`src/rtl/seg_pkg.sv`:
```
// Shared definitions for the seven-segment scan monitor.
// Holds the segment bit positions, the active-high glyph table for hex digits 0-F,
// the blank pattern and the scan FSM state type.
package seg_pkg;

  // Segment bit positions within the 8-bit seg bus
  localparam int unsigned SEG_A  = 0;
  localparam int unsigned SEG_B  = 1;
  localparam int unsigned SEG_C  = 2;
  localparam int unsigned SEG_D  = 3;
  localparam int unsigned SEG_E  = 4;
  localparam int unsigned SEG_F  = 5;
  localparam int unsigned SEG_G  = 6;
  localparam int unsigned SEG_DP = 7;

  // All segments off
  localparam logic [6:0] SEG_BLANK = 7'h00;

  // Active-high gfedcba pattern for each nibble; entry 15 is listed first
  localparam logic [15:0][6:0] GLYPH_TABLE = {
    7'h71, 7'h79, 7'h5E, 7'h39,  // F E d C
    7'h7C, 7'h77, 7'h6F, 7'h7F,  // b A 9 8
    7'h07, 7'h7D, 7'h6D, 7'h66,  // 7 6 5 4
    7'h4F, 7'h5B, 7'h06, 7'h3F   // 3 2 1 0
  };

  typedef enum logic [1:0] {
    StIdle,    // zero or several anodes active
    StSettle,  // one anode active, waiting for stable inputs
    StHeld     // digit captured, waiting for the next change
  } seg_state_e;

endpackage

```
`src/rtl/seg_glyph_decode.sv`:
```
// Combinational seven-segment glyph decoder.
// Ports:
//   pattern : active-high gfedcba segment pattern
//   known   : pattern matches one of the 16 hex glyphs
//   blank   : all segments off
//   nibble  : decoded hex value (0 when not known)
module seg_glyph_decode
  import seg_pkg::*;
(
  input  logic [6:0] pattern,
  output logic       known,
  output logic       blank,
  output logic [3:0] nibble
);

  always_comb begin
    known  = 1'b0;
    nibble = 4'h0;
    blank  = (pattern == SEG_BLANK);
    for (int i = 0; i < 16; i++) begin
      if (pattern == GLYPH_TABLE[i]) begin
        known  = 1'b1;
        nibble = 4'(i);
      end
    end
  end

endmodule

```
`src/rtl/seg_scan_decoder.sv`:
```
// Seven-segment scan monitor: samples multiplexed an/seg lines and rebuilds the four
// displayed hex digits, decimal points and per-digit validity.
// Parameters:
//   SETTLE_CYCLES : cycles {an,seg} must stay unchanged before a digit is captured (1..255)
//   ACTIVE_LOW    : 1 when an/seg are active-low
// Ports:
//   clk, rst_n    : clock, asynchronous active-low reset
//   seg[7:0]      : segment lines, bit0=a .. bit6=g, bit7=dp
//   an[3:0]       : anode enables, bit i selects digit i (digit 0 rightmost)
//   digits[15:0]  : decoded nibbles, [4i+3:4i] is digit i
//   dp[3:0]       : decimal point lit per digit
//   valid[3:0]    : digit decoded to a legal glyph
//   frame_done    : pulse when digits/dp/valid load
//   err_anode     : pulse on entry to a multi-anode state
//   err_pattern   : pulse on capture of an unknown glyph
// Optional (macro SEG_SCAN_STATS_EN):
//   frame_cnt[15:0] : wrapping count of frame_done pulses
//   err_cnt[15:0]   : wrapping count of err_anode + err_pattern pulses
module seg_scan_decoder
  import seg_pkg::*;
#(
  parameter int unsigned SETTLE_CYCLES = 4,
  parameter bit          ACTIVE_LOW    = 1'b1
) (
  input  logic        clk,
  input  logic        rst_n,
  input  logic [7:0]  seg,
  input  logic [3:0]  an,
  output logic [15:0] digits,
  output logic [3:0]  dp,
  output logic [3:0]  valid,
  output logic        frame_done,
  output logic        err_anode,
  output logic        err_pattern
`ifdef SEG_SCAN_STATS_EN
  ,
  output logic [15:0] frame_cnt,
  output logic [15:0] err_cnt
`endif
);

  localparam logic [7:0] SettleMax  = 8'(SETTLE_CYCLES);
  localparam logic [7:0] SettleLast = 8'(SETTLE_CYCLES - 1);

  // Input stage, stored already normalised to active-high
  logic [3:0] an_q, an_p;
  logic [7:0] seg_q, seg_p;
  logic [7:0] cnt_q, cnt_d;

  seg_state_e state_q, state_d;

  logic       change, an_moved, one_hot, multi;
  logic [2:0] an_cnt;
  logic       capture, anode_err;

  logic       glyph_known, glyph_blank;
  logic [3:0] glyph_nibble;

  logic [3:0][3:0] sh_dig_q, sh_dig_d;
  logic [3:0]      sh_dp_q, sh_dp_d;
  logic [3:0]      sh_val_q, sh_val_d;
  logic [3:0]      seen_q, seen_d;
  logic [1:0]      dig_idx;
  logic            frame_load;

  always_ff @(posedge clk or negedge rst_n) begin
    if (!rst_n) begin
      an_q  <= '0;
      seg_q <= '0;
      an_p  <= '0;
      seg_p <= '0;
      cnt_q <= '0;
    end else begin
      an_q  <= an ^ {4{ACTIVE_LOW}};
      seg_q <= seg ^ {8{ACTIVE_LOW}};
      an_p  <= an_q;
      seg_p <= seg_q;
      cnt_q <= cnt_d;
    end
  end

  always_comb begin
    an_cnt = '0;
    for (int i = 0; i < 4; i++) begin
      an_cnt = an_cnt + 3'(an_q[i]);
    end
  end

  assign change   = {an_q, seg_q} != {an_p, seg_p};
  assign an_moved = an_q != an_p;
  assign one_hot  = an_cnt == 3'd1;
  assign multi    = an_cnt > 3'd1;

  always_comb begin
    if (change) begin
      cnt_d = '0;
    end else if (cnt_q >= SettleMax) begin
      cnt_d = cnt_q;
    end else begin
      cnt_d = cnt_q + 8'd1;
    end
  end

  // FSM: state register
  always_ff @(posedge clk or negedge rst_n) begin
    if (!rst_n) begin
      state_q <= StIdle;
    end else begin
      state_q <= state_d;
    end
  end

  // FSM: next state; any input change re-evaluates the anode set from scratch
  always_comb begin
    state_d = state_q;
    if (change) begin
      state_d = one_hot ? StSettle : StIdle;
    end else begin
      unique case (state_q)
        StIdle:   state_d = StIdle;
        StSettle: if (cnt_q >= SettleLast) state_d = StHeld;
        StHeld:   state_d = StHeld;
        default:  state_d = StIdle;
      endcase
    end
  end

  // FSM: outputs. Capture fires on the edge where cnt reaches SETTLE_CYCLES.
  always_comb begin
    capture   = (state_q == StSettle) && !change && (cnt_q >= SettleLast);
    anode_err = change && an_moved && multi;
  end

  seg_glyph_decode u_glyph_decode (
    .pattern (seg_q[SEG_G:SEG_A]),
    .known   (glyph_known),
    .blank   (glyph_blank),
    .nibble  (glyph_nibble)
  );

  // Shadow update; the completing capture is merged before the frame loads
  always_comb begin
    dig_idx = '0;
    for (int i = 0; i < 4; i++) begin
      if (an_q[i]) dig_idx = 2'(i);
    end
    sh_dig_d   = sh_dig_q;
    sh_dp_d    = sh_dp_q;
    sh_val_d   = sh_val_q;
    seen_d     = seen_q;
    frame_load = 1'b0;
    if (capture) begin
      sh_dig_d[dig_idx] = glyph_known ? glyph_nibble : 4'h0;
      sh_dp_d[dig_idx]  = seg_q[SEG_DP];
      sh_val_d[dig_idx] = glyph_known;
      seen_d            = seen_q | an_q;
      if (seen_d == 4'hF) begin
        frame_load = 1'b1;
        seen_d     = '0;
      end
    end
  end

  always_ff @(posedge clk or negedge rst_n) begin
    if (!rst_n) begin
      sh_dig_q    <= '0;
      sh_dp_q     <= '0;
      sh_val_q    <= '0;
      seen_q      <= '0;
      digits      <= '0;
      dp          <= '0;
      valid       <= '0;
      frame_done  <= 1'b0;
      err_anode   <= 1'b0;
      err_pattern <= 1'b0;
    end else begin
      sh_dig_q    <= sh_dig_d;
      sh_dp_q     <= sh_dp_d;
      sh_val_q    <= sh_val_d;
      seen_q      <= seen_d;
      frame_done  <= frame_load;
      err_anode   <= anode_err;
      err_pattern <= capture && !glyph_known && !glyph_blank;
      if (frame_load) begin
        digits <= sh_dig_d;
        dp     <= sh_dp_d;
        valid  <= sh_val_d;
      end
    end
  end

`ifdef SEG_SCAN_STATS_EN
  always_ff @(posedge clk or negedge rst_n) begin
    if (!rst_n) begin
      frame_cnt <= '0;
      err_cnt   <= '0;
    end else begin
      frame_cnt <= frame_cnt + 16'(frame_done);
      err_cnt   <= err_cnt + 16'(err_anode) + 16'(err_pattern);
    end
  end
`endif

endmodule
```
`config.mk`:
```
export PLATFORM = sky130hd
export DESIGN_NAME = seg_scan_decoder
export DESIGN_NICKNAME = d
export VERILOG_FILES = /design/src/rtl/seg_pkg.sv /design/src/rtl/seg_glyph_decode.sv /design/src/rtl/seg_scan_decoder.sv
export SDC_FILE = /design/constraint.sdc
export NUM_CORES = 1
export LEC_CHECK = 0
export CORE_MARGIN = 2
export CORE_UTILIZATION = 30
export DETAILED_ROUTE_END_ITERATION = 8
export GPL_TIMING_DRIVEN = 0
export PLACE_DENSITY = 0.46
export SKIP_LAST_GASP = 1
export SLEW_MARGIN = 5
export SYNTH_ARGS = -nofsm -noshare
export SYNTH_HDL_FRONTEND = slang
export SYNTH_SLANG_ARGS = --single-unit
```
`constraint.sdc`:
```
create_clock -name clk -period 6.73 [get_ports clk]
set_input_delay 1.346 -clock clk [delete_from_list [all_inputs] [get_ports clk]]
set_output_delay 1.346 -clock clk [all_outputs]
set_load 0.01 [all_outputs]
```
==> metrics.csv, run 1 <==
metric;value;unit
grtUsageTotal;0.121;
grt_max_degree;62;
powerDensity;237;nW/um^2
routabilityCongestion;0.800;
crit_buf_inv;1;
synth_flop_cell;dfrtp_1;
r2r_slack;4.28;ns
ant_nets;0;
drive_gt1_frac;0.208;
min_path_cells;0;
cts_setup_buffers;0;
critPathKind;reg -> out;
hold-path-endpoint;an_p[3]$_DFF_PN0_;
cts-root-buf;clkbuf_16;
finalSetupTns;0;ns
dpl.hpwl;4970;microns
yosysSeqAreaShare;0.586;
async_flop_share;1.00;
diodes;0;
reg2reg_from;an_q[3]$_DFF_PN0_;
critPathSlowestCell;clkdlybuf4s50_1;
path_delay_family;buffers and inverters;
cts_tree;yes;
synth_mux_area_frac;0.138;
cp-end-kind;output pin;
final.min_clock_period;2.62;ns
die_w;117;microns
arrival;1.27;ns
die_height;117;microns
synth.area.top_cells;dfrtp_1, mux2_2, inv_1, xnor2_1, ha_1;
nFillCells;1250;
layout_commonest_cell;dfrtp_1;
grt_first_pass_wirelength;12300;microns
synth_edf_count;0;
drt-total-wl;7190;microns
reg2reg_depth;7;
drc_errors;0;
crit_path_start_kind;flop;
clock-sinks;89;
synth_area;3800;sq um
synth_cells;299;
hp-start;an_q[3]$_DFF_PN0_;
synth_top_area_cell;dfrtp_1;
leakage;2.27;nW
wl_met2;3230;microns
yosys.area_share.simple;0.111;
fmax;0.382;GHz
clk_latency;0.35;ns
wl_met3;270;microns
synth_top_family_by_area;multiplexers;
finalWorstSetupSlack;4.11;ns
area_growth;24.8;%
setup_viol;0;
fin_skew;0.0124;ns
wl_per_cell;13.6;microns
crit_path_max_fanout;2;
clk_path_buf_depth;2;
path_cells;clkdlybuf4s50_1;
nets;373;
cts_resized;0;
synthXorXnorAreaFrac;0.0319;
dp_slack;4.21;ns
synth_top_area_frac;0.586;
multi_input_area;1400;sq um
vias;2325;
hp-class;reg -> reg;
antenna_found_initial;0;
yosys.cell_types.count;43;
synth_warnings;0;
viasPerCell;4.40;
synth_adder_area_share;0.0283;
grt-ovfl-total;0;
synth_compound_area_frac;0.0593;
start_util;0.304;
slowest_delay;0.55;ns
portBuffers;40;
tightestPinTransition;0.531;ns
status;completed;
cts_hold_buffers;0;
synth_nets;321;
seqCellArea;2230;sq um
dr.pass1.iters;4;
hold_violations;0;
die_area;13600;sq um
highest_layer;met4;
cp.required;5.38;ns
maxCapViolations;0;
fin_crit_sh;0.389;
drtIter0Drc;121;
grt_setup_unrepaired;no;
core;12500;sq um
cts_made_buffers;9;
slew_violations;0;
pin_count;41;
fin_util;0.379;
relSlewSlack;0.644;
met1_length;3540;microns
ir_worst_vdd;0.108;mV
crit_path_start;digits[12]$_DFFE_PN0P_;
rows;41;
grt_pass1_vias;2397;
rr_endpoint;digits[13]$_DFFE_PN0P_;
cts_htree_levels;3;
cts.clk_slew.worst_paths;0.07;ns
layout_common_cells;dfrtp_1, mux2_2, clkdlybuf4s50_1;
ys_seq_elements;89;
avgSynthCellArea;12.7;sq um
## layout make-up
| cell class | count | area share |
|---|---|---|
| Buffer | 13 | 0.0124 |
| Multi-Input combinational cell | 167 | 0.295 |
| Clock inverter | 7 | 0.0164 |
| Sequential cell | 89 | 0.470 |
| Inverter | 30 | 0.0237 |
| Timing Repair Buffer | 41 | 0.0897 |
| Tap cell | 172 | 0.0454 |
| Clock buffer | 9 | 0.0475 |
## metrics by stage
stage / hold WS [ns] / std cells / power, mW / cell area, sq um
floorplan: 0.349 / 299 / 0.598 / 3800
global placement: 0.356 / 511 / 0.630 / 4420
detailed placement: 0.357 / 512 / 0.633 / 4440
CTS: 0.372 / 528 / 1.15 / 4740
global route: 0.385 / 528 / 1.18 / 4740
finish: 0.370 / 528 / 1.13 / 4740
## Yosys cell counts (2+ instances only)
cell	instances
a211o_1	2
a211oi_1	2
a21oi_1	13
a31oi_1	2
and2_1	7
and3_1	6
buf_2	2
buf_4	2
clkbuf_1	9
dfrtp_1	89
ha_1	7
inv_1	30
mux2_2	43
mux2i_1	3
nand2_1	9
nand2b_1	2
nand3_1	3
nand3_2	3
nand3b_1	2
nand4_1	6
nor2_1	10
nor2b_1	3
nor4_1	3
nor4_4	2
o21ai_0	4
o22ai_1	4
or3_1	2
or4_1	3
xnor2_1	12
## state kept, by name, indices dropped and copies added (netlist names), 2 cells and up
name      cells
valid         4
sh_val_q      4
seg_q         8
an_p          4
an_q          4
sh_dig_q     16
seen_q        4
cnt_q         8
digits       16
dp            4
seg_p         8
state_q       2
sh_dp_q       4
## cells by family (layout without fill, tap and decap cells)
family                     after synthesis  after routing
and+or+nand+nor                         66             66
buffers and inverters                   43            100
adders and majority gates                8              8
AOI/OAI and AO/OA                       33             33
xor gates and xnor gates                13             13
muxes                                   47             47
DFF                                     89             89
## how the worst max path moves through the flow
| stage | to | slack (ns) | depth (start not counted) |
|---|---|---|---|
| 6_report | digits[12] | 4.11 | 1 |
| 5_1_grt | digits[13]$_DFFE_PN0P_ | 4.01 | 7 |
| 4_1_cts | digits[12] | 4.09 | 1 |
| 3_5_place_dp | digits[13]$_DFFE_PN0P_ | 4.21 | 7 |
| 3_3_place_gp | cnt_q[2]$_DFFE_PN0P_ | 0.95 | 1 |
| 2_1_floorplan | dp[0]$_DFFE_PN0P_ | 4.47 | 6 |
## routing by layer
metal,track usage,up-vias
met2,0.177,44
met5,0,-
met4,0.0541,0
met3,0.0363,13
li1,-,1129
met1,0.165,1139
## power by group
group | switching, mW | internal, mW | total [mW]
clock | 0.215 | 0.291 | 0.506
sequential | 0.00824 | 0.545 | 0.553
combinational | 0.0391 | 0.0287 | 0.0678
Note: power is estimated with default switching activity, not from simulation.
==> inputs of run 2 (changes only) <==
--- a/config.mk
+++ b/config.mk
@@ -9,7 +9,7 @@
 export CORE_UTILIZATION = 30
 export DETAILED_ROUTE_END_ITERATION = 8
 export GPL_TIMING_DRIVEN = 0
-export PLACE_DENSITY = 0.46
+export PLACE_DENSITY = 0.47
 export SKIP_LAST_GASP = 1
 export SLEW_MARGIN = 5
 export SYNTH_ARGS = -nofsm -noshare
==> constraint.sdc (replaced) <==
create_clock -name clk -period 2.2 [get_ports clk]
set_input_delay 0.44 -clock clk [delete_from_list [all_inputs] [get_ports clk]]
set_output_delay 0.44 -clock clk [all_outputs]
set_load 0.01 [all_outputs]
==> run 2 against run 1 <==
The run now ends with setup timing left. Critical endpoint is now digits[10]$_DFFE_PN0P_. Clock power increased to 3.0 times the previous value. Global-route usage is 0.34 points higher. Critical path type is now reg -> reg. Cell count rose by 1.9%. Largest power group unchanged. Cell area is 4.8% higher.
==> metrics.csv, run 2 (synthesized netlist as in run 1, its figures left out) <==
metric;value;unit;change
crit_buf_inv;2;;+1
finalWorstSetupSlack;-0.152;ns;-4.27 ns
drt-total-wl;7480;microns;+4.0%
rows;41;;unchanged
powerDensity;689;nW/um^2;+190%
fin_skew;0.00809;ns;-0.00433 ns
cts-root-buf;clkbuf_16;;
fin_crit_sh;1.07;;
setup_viol;24;;+24
nFillCells;1224;;-2.1%
cts_tree;yes;;
reg.largest.list;digits (16), sh_dig_q (16);;
slew_violations;0;;unchanged
arrival;2.58;ns;+1.31 ns
violations;setup timing;;
routabilityCongestion;0.748;;-6.4%
cts_hold_buffers;0;;unchanged
grt_setup_unrepaired;yes;;
grt_max_degree;47;;-24%
clk_latency;0.34;ns;about the same
antenna_found_initial;0;;unchanged
core;12500;sq um;unchanged
wl_per_cell;13.9;microns;+2.0%
clock-sinks;89;;unchanged
design_area;4970;sq um;+4.8%
portBuffers;40;;unchanged
clk_path_buf_depth;2;;unchanged
relSlewSlack;0.610;;-0.0332
critPathKind;reg -> reg;;
maxCapViolations;0;;unchanged
die_area;13600;sq um;unchanged
finalSetupTns;-2.92;ns;-2.92 ns
area_growth;30.8;%;
cpMostUsedCell;buf_4;;
dpl.hpwl;4920;microns;-0.99%
fmax;0.425;GHz;
grt-ovfl-total;0;;unchanged
layout_commonest_cell;dfrtp_1;;
ir_worst_vdd;0.374;mV;+250%
path_cells;or4_4, o41ai_4, buf_4, nor4_4, buf_4, nand3_4, mux2_4, mux2_2;;
start_util;0.304;;unchanged
vias;2386;;+2.6%
grt_first_pass_wirelength;12700;microns;+2.6%
cp-end-kind;flop;;
cts_made_buffers;9;;unchanged
ant_nets;0;;unchanged
die_height;117;microns;unchanged
hp-class;in -> async;;
grt_pass1_vias;2472;;+3.1%
grtUsageTotal;0.124;;+0.00344
cts.clk_slew.worst_paths;0.06;ns;about the same
hold_violations;0;;unchanged
leakage;2.40;nW;+5.4%
highest_layer;met4;;
critPathSlowestCell;or4_4;;
pin_count;41;;unchanged
wl_met2;3400;microns;+5.1%
cts_htree_levels;3;;unchanged
dr.pass1.iters;4;;unchanged
layout_common_cells;dfrtp_1, clkdlybuf4s50_1, mux2_2;;
wl_met3;341;microns;+26%
slowest_delay;0.55;ns;about the same
viasPerCell;4.43;;+0.72%
path_delay_family;simple AND/OR/NAND/NOR gates;;
cp.required;2.43;ns;-2.95 ns
die_w;117;microns;unchanged
nets;384;;+2.9%
drive_gt1_frac;0.265;;+0.0572
crit_path_start_kind;flop;;
crit_path_max_fanout;6;;+4
drtIter0Drc;136;;+12%
tightestPinTransition;0.584;ns;+0.0537 ns
placed_cell_area;4450;sq um;+0.17%
diodes;0;;unchanged
final.min_clock_period;2.35;ns;
status;complete, but fails checks;;
met1_length;3610;microns;+2.0%
drc_errors;0;;unchanged
[run 2: layer usage]
layer / up-vias / GRT usage
li1: 1150 / -
met1: 1185 / 0.162
met2: 41 / 0.190
met3: 10 / 0.0462
met4: 0 / 0.0471
met5: - / 0
[run 2: area by class of cell]
class | instances | area [sq um] | area share
clock buffer | 11 | 233 | 0.0468
tap | 172 | 215 | 0.0433
buffer | 12 | 73.8 | 0.0149
timing repair buffer | 53 | 523 | 0.105
multi-input combinational | 167 | 1530 | 0.307
sequential | 89 | 2230 | 0.449
inverter | 30 | 113 | 0.0227
clock inverter | 4 | 55.1 | 0.0111
[run 2: timing repair]
item                                    4_1_cts  5_1_grt
endpoints found under the setup margin       32       38
setup buffers                                 9        3
endpoints found under the hold margin         0        0
resized for setup                            16       24
pin swaps                                     3        6
[run 2: per-stage QoR]
step           hold slack [ns]  power (mW)  utilization  cells  setup WS [ns]
2_1_floorplan            0.144        1.83            -    299        -0.0275
3_3_place_gp             0.356        1.93        0.353    511          -2.63
3_5_place_dp             0.356        1.93        0.355    512         -0.299
4_1_cts                  0.104        3.47        0.389    536         -0.183
5_1_grt                  0.131        3.59        0.397    538         -0.235
6_report                0.0884        3.43        0.397    538         -0.152
[run 2: worst paths after layout]
kind                                 startpoint                endpoint  slack (ns)  cells after the start
setup / recovery           cnt_q[3]$_DFFE_PN0P_  digits[10]$_DFFE_PN0P_       -0.15                      8
hold / removal                            rst_n  digits[10]$_DFFE_PN0P_        0.09                      1
setup reg to reg           cnt_q[3]$_DFFE_PN0P_  digits[10]$_DFFE_PN0P_       -0.15                      8
hold reg to reg               an_q[3]$_DFF_PN0_       an_p[3]$_DFF_PN0_        0.38                      0
max in group asynchronous                 rst_n       an_q[1]$_DFF_PN0_        1.44                      2
min in group clk              an_q[3]$_DFF_PN0_       an_p[3]$_DFF_PN0_        0.38                      0
[run 2: worst register-to-register path, cell delays in order, from the launching register on]
cell and delay (ns):
dfrtp_1 0.38, or4_4 0.55, o41ai_4 0.20, buf_4 0.17, nor4_4 0.05, buf_4 0.15
nand3_4 0.15, mux2_4 0.33, mux2_2 0.26
[run 2: power by group]
group          internal [mW]  total (mW)  switching (mW)
registers               1.67        1.70          0.0294
clock network          0.878        1.50           0.623
logic                  0.102       0.228           0.125
total                   2.65        3.43           0.778
==> RTL change (settings of run 2) <==
`sh_dig_q` no longer has a reset.
--- a/src/rtl/seg_scan_decoder.sv
+++ b/src/rtl/seg_scan_decoder.sv
@@ -164,5 +164,4 @@
   always_ff @(posedge clk or negedge rst_n) begin
     if (!rst_n) begin
-      sh_dig_q    <= '0;
       sh_dp_q     <= '0;
       sh_val_q    <= '0;
@@ -175,5 +174,4 @@
       err_pattern <= 1'b0;
     end else begin
-      sh_dig_q    <= sh_dig_d;
       sh_dp_q     <= sh_dp_d;
       sh_val_q    <= sh_val_d;
@@ -190,4 +188,8 @@
   end
 
+  always_ff @(posedge clk) begin
+    sh_dig_q <= sh_dig_d;
+  end
+
 `ifdef SEG_SCAN_STATS_EN
   always_ff @(posedge clk or negedge rst_n) begin
Check against the original RTL: same outputs for any inputs over 10 cycles, from zero or initial values and one cycle with rst_n low; that may be too few to reach the edited logic, so the function may still have changed.
==> RTL change against run 2 <==
The run still ends with negative setup slack left. Total power increased by 2.1%. Wire length decreased by 0.78%. Worst setup slack got worse by 0.0052 ns. First-iteration DRC count decreased by 5.1%. Cell area increased by 3.1%. Critical path depth unchanged. Sequential cell count unchanged. Via count increased by 0.96%. Synthesized area decreased by 2.1%. Largest cell class unchanged.
==> RTL change: results (changes against run 2) <==
[status]
status=finished with violations
violations=negative setup slack

[layout]
bufAreaShareNonClock_pct=14.4  ; +2.4 points
drive_above_1_share_pct=33.2  ; +6.7 points
utilization_pct=42.5  ; +2.8 points
clockNetworkAreaShare_pct=5.91  ; +0.12 points
fin_cells=547  ; +1.7%
final.fill_count=1177  ; -3.8%
n_clock_buffer=10  ; -1
seq_share_pct=42.1  ; -2.8 points
syn2layout_area_growth_pct=37.7
buffers=77  ; +18%
nNetsFinal=396  ; +3.1%
multi_input_area_um2=1600  ; +4.7%

[clocking]
post_cts_buffers=13  ; +4
cts_resized=22  ; +6

[routing]
first_iter_violations=129  ; -5.1%
wl_met3_um=203  ; -40%
met1_length_um=3580  ; -0.89%
wl_met2_um=3480  ; +2.3%
drt-vias-per-instance=4.40  ; -0.70%
routed_wl_um=7420  ; -0.78%

[grt]
grt_max_degree=46  ; -2.1%
grt_pass1_wl_um=12500  ; -1.5%
met2_usage_pct=18.4  ; -0.55 points
grtUsageMet3_pct=2.32  ; -2.3 points
grtUsageMet1_pct=16.6  ; +0.44 points
grt_pass1_vias=2442  ; -1.2%
grt_usage_pct=12.2  ; -0.19 points

[power]
powerDensity_nw_per_um2=683  ; -0.91%
vdd_drop_max_uv=295  ; -21%
pg_comb_uw=245  ; +7%
switching_power_uw=820  ; +5.4%
leakage_uw=0.00244  ; +1.9%
power.internal_uw=2680  ; +1.2%

[placed_design]
place_inst=508  ; -0.78%
pre_cts_ws_ns=-0.351  ; -0.0524 ns
finalWeightedCongestion=0.810  ; +8.3%
dpl.hpwl_um=4890  ; -0.66%
post_dp_cell_area_um2=4360  ; -1.9%

[logic_synthesis]
synth_cells=299  ; unchanged
synth_common_cells=73 x dfrtp_1, 43 x mux2_2, 30 x inv_1
synthArstFlopShare_pct=82.0  ; -18 points
seq_area_frac_synth_pct=57.7  ; -0.89 points
syn-num-nets=321  ; unchanged
synth_area_leaders=dfrtp_1 49%, mux2_2 13%, dfxtp_1 8.6%
ys_types=44  ; +2.3%
synth_seq_cells=89  ; unchanged

[timing]
fin_ws_ns=-0.157  ; -0.00517 ns
fin_worst_skew_ns=0.00946  ; +0.00137 ns
finalSetupTns_ns=-2.28  ; +0.643 ns
finalSetupViolCount=23  ; -4.2%
worst_pin_slew_ns=0.401  ; -0.184 ns

[worst_setup_path]
critPathMaxStageDelay_ns=0.56
crit_family=simple AND/OR/NAND/NOR gates
crit_arrival_ns=2.59  ; about the same

-- RTL change: cell types whose count changed in the layout (fill, tap and decap cells not counted), sizes merged --
| cell | run 2 | this run |
|---|---|---|
| inv | 30 | 33 |
| clkinvlp | 1 | 2 |
| clkinv | 2 | 0 |
| buf | 18 | 29 |
| dfxtp | 0 | 16 |
| dfrtp | 89 | 73 |
-- RTL change: cell families after synthesis --
group                      Yosys count  share of synthesized area, %
DFF                                 89                          57.7
and+or+nand+nor                     66                          11.3
muxes                               47                          14.1
buffers and inverters               43                          4.61
AOI/OAI and AO/OA                   33                          6.05
xor gates and xnor gates            13                          3.26
adders and majority gates            8                          2.89
-- RTL change: worst paths after layout --
check,startpoint,end,slack (ns),cells after the start
max in group asynchronous,rst_n,seg_q[1],1.62,2
hold reg to reg,seg_q[2],seg_p[2],0.39,0
setup / recovery,cnt_q[6],valid[2],-0.16,8
hold / removal,rst_n,digits[10],0.01,1
min in group clk,seg_q[2],seg_p[2],0.39,0
setup reg to reg,cnt_q[6],valid[2],-0.16,8
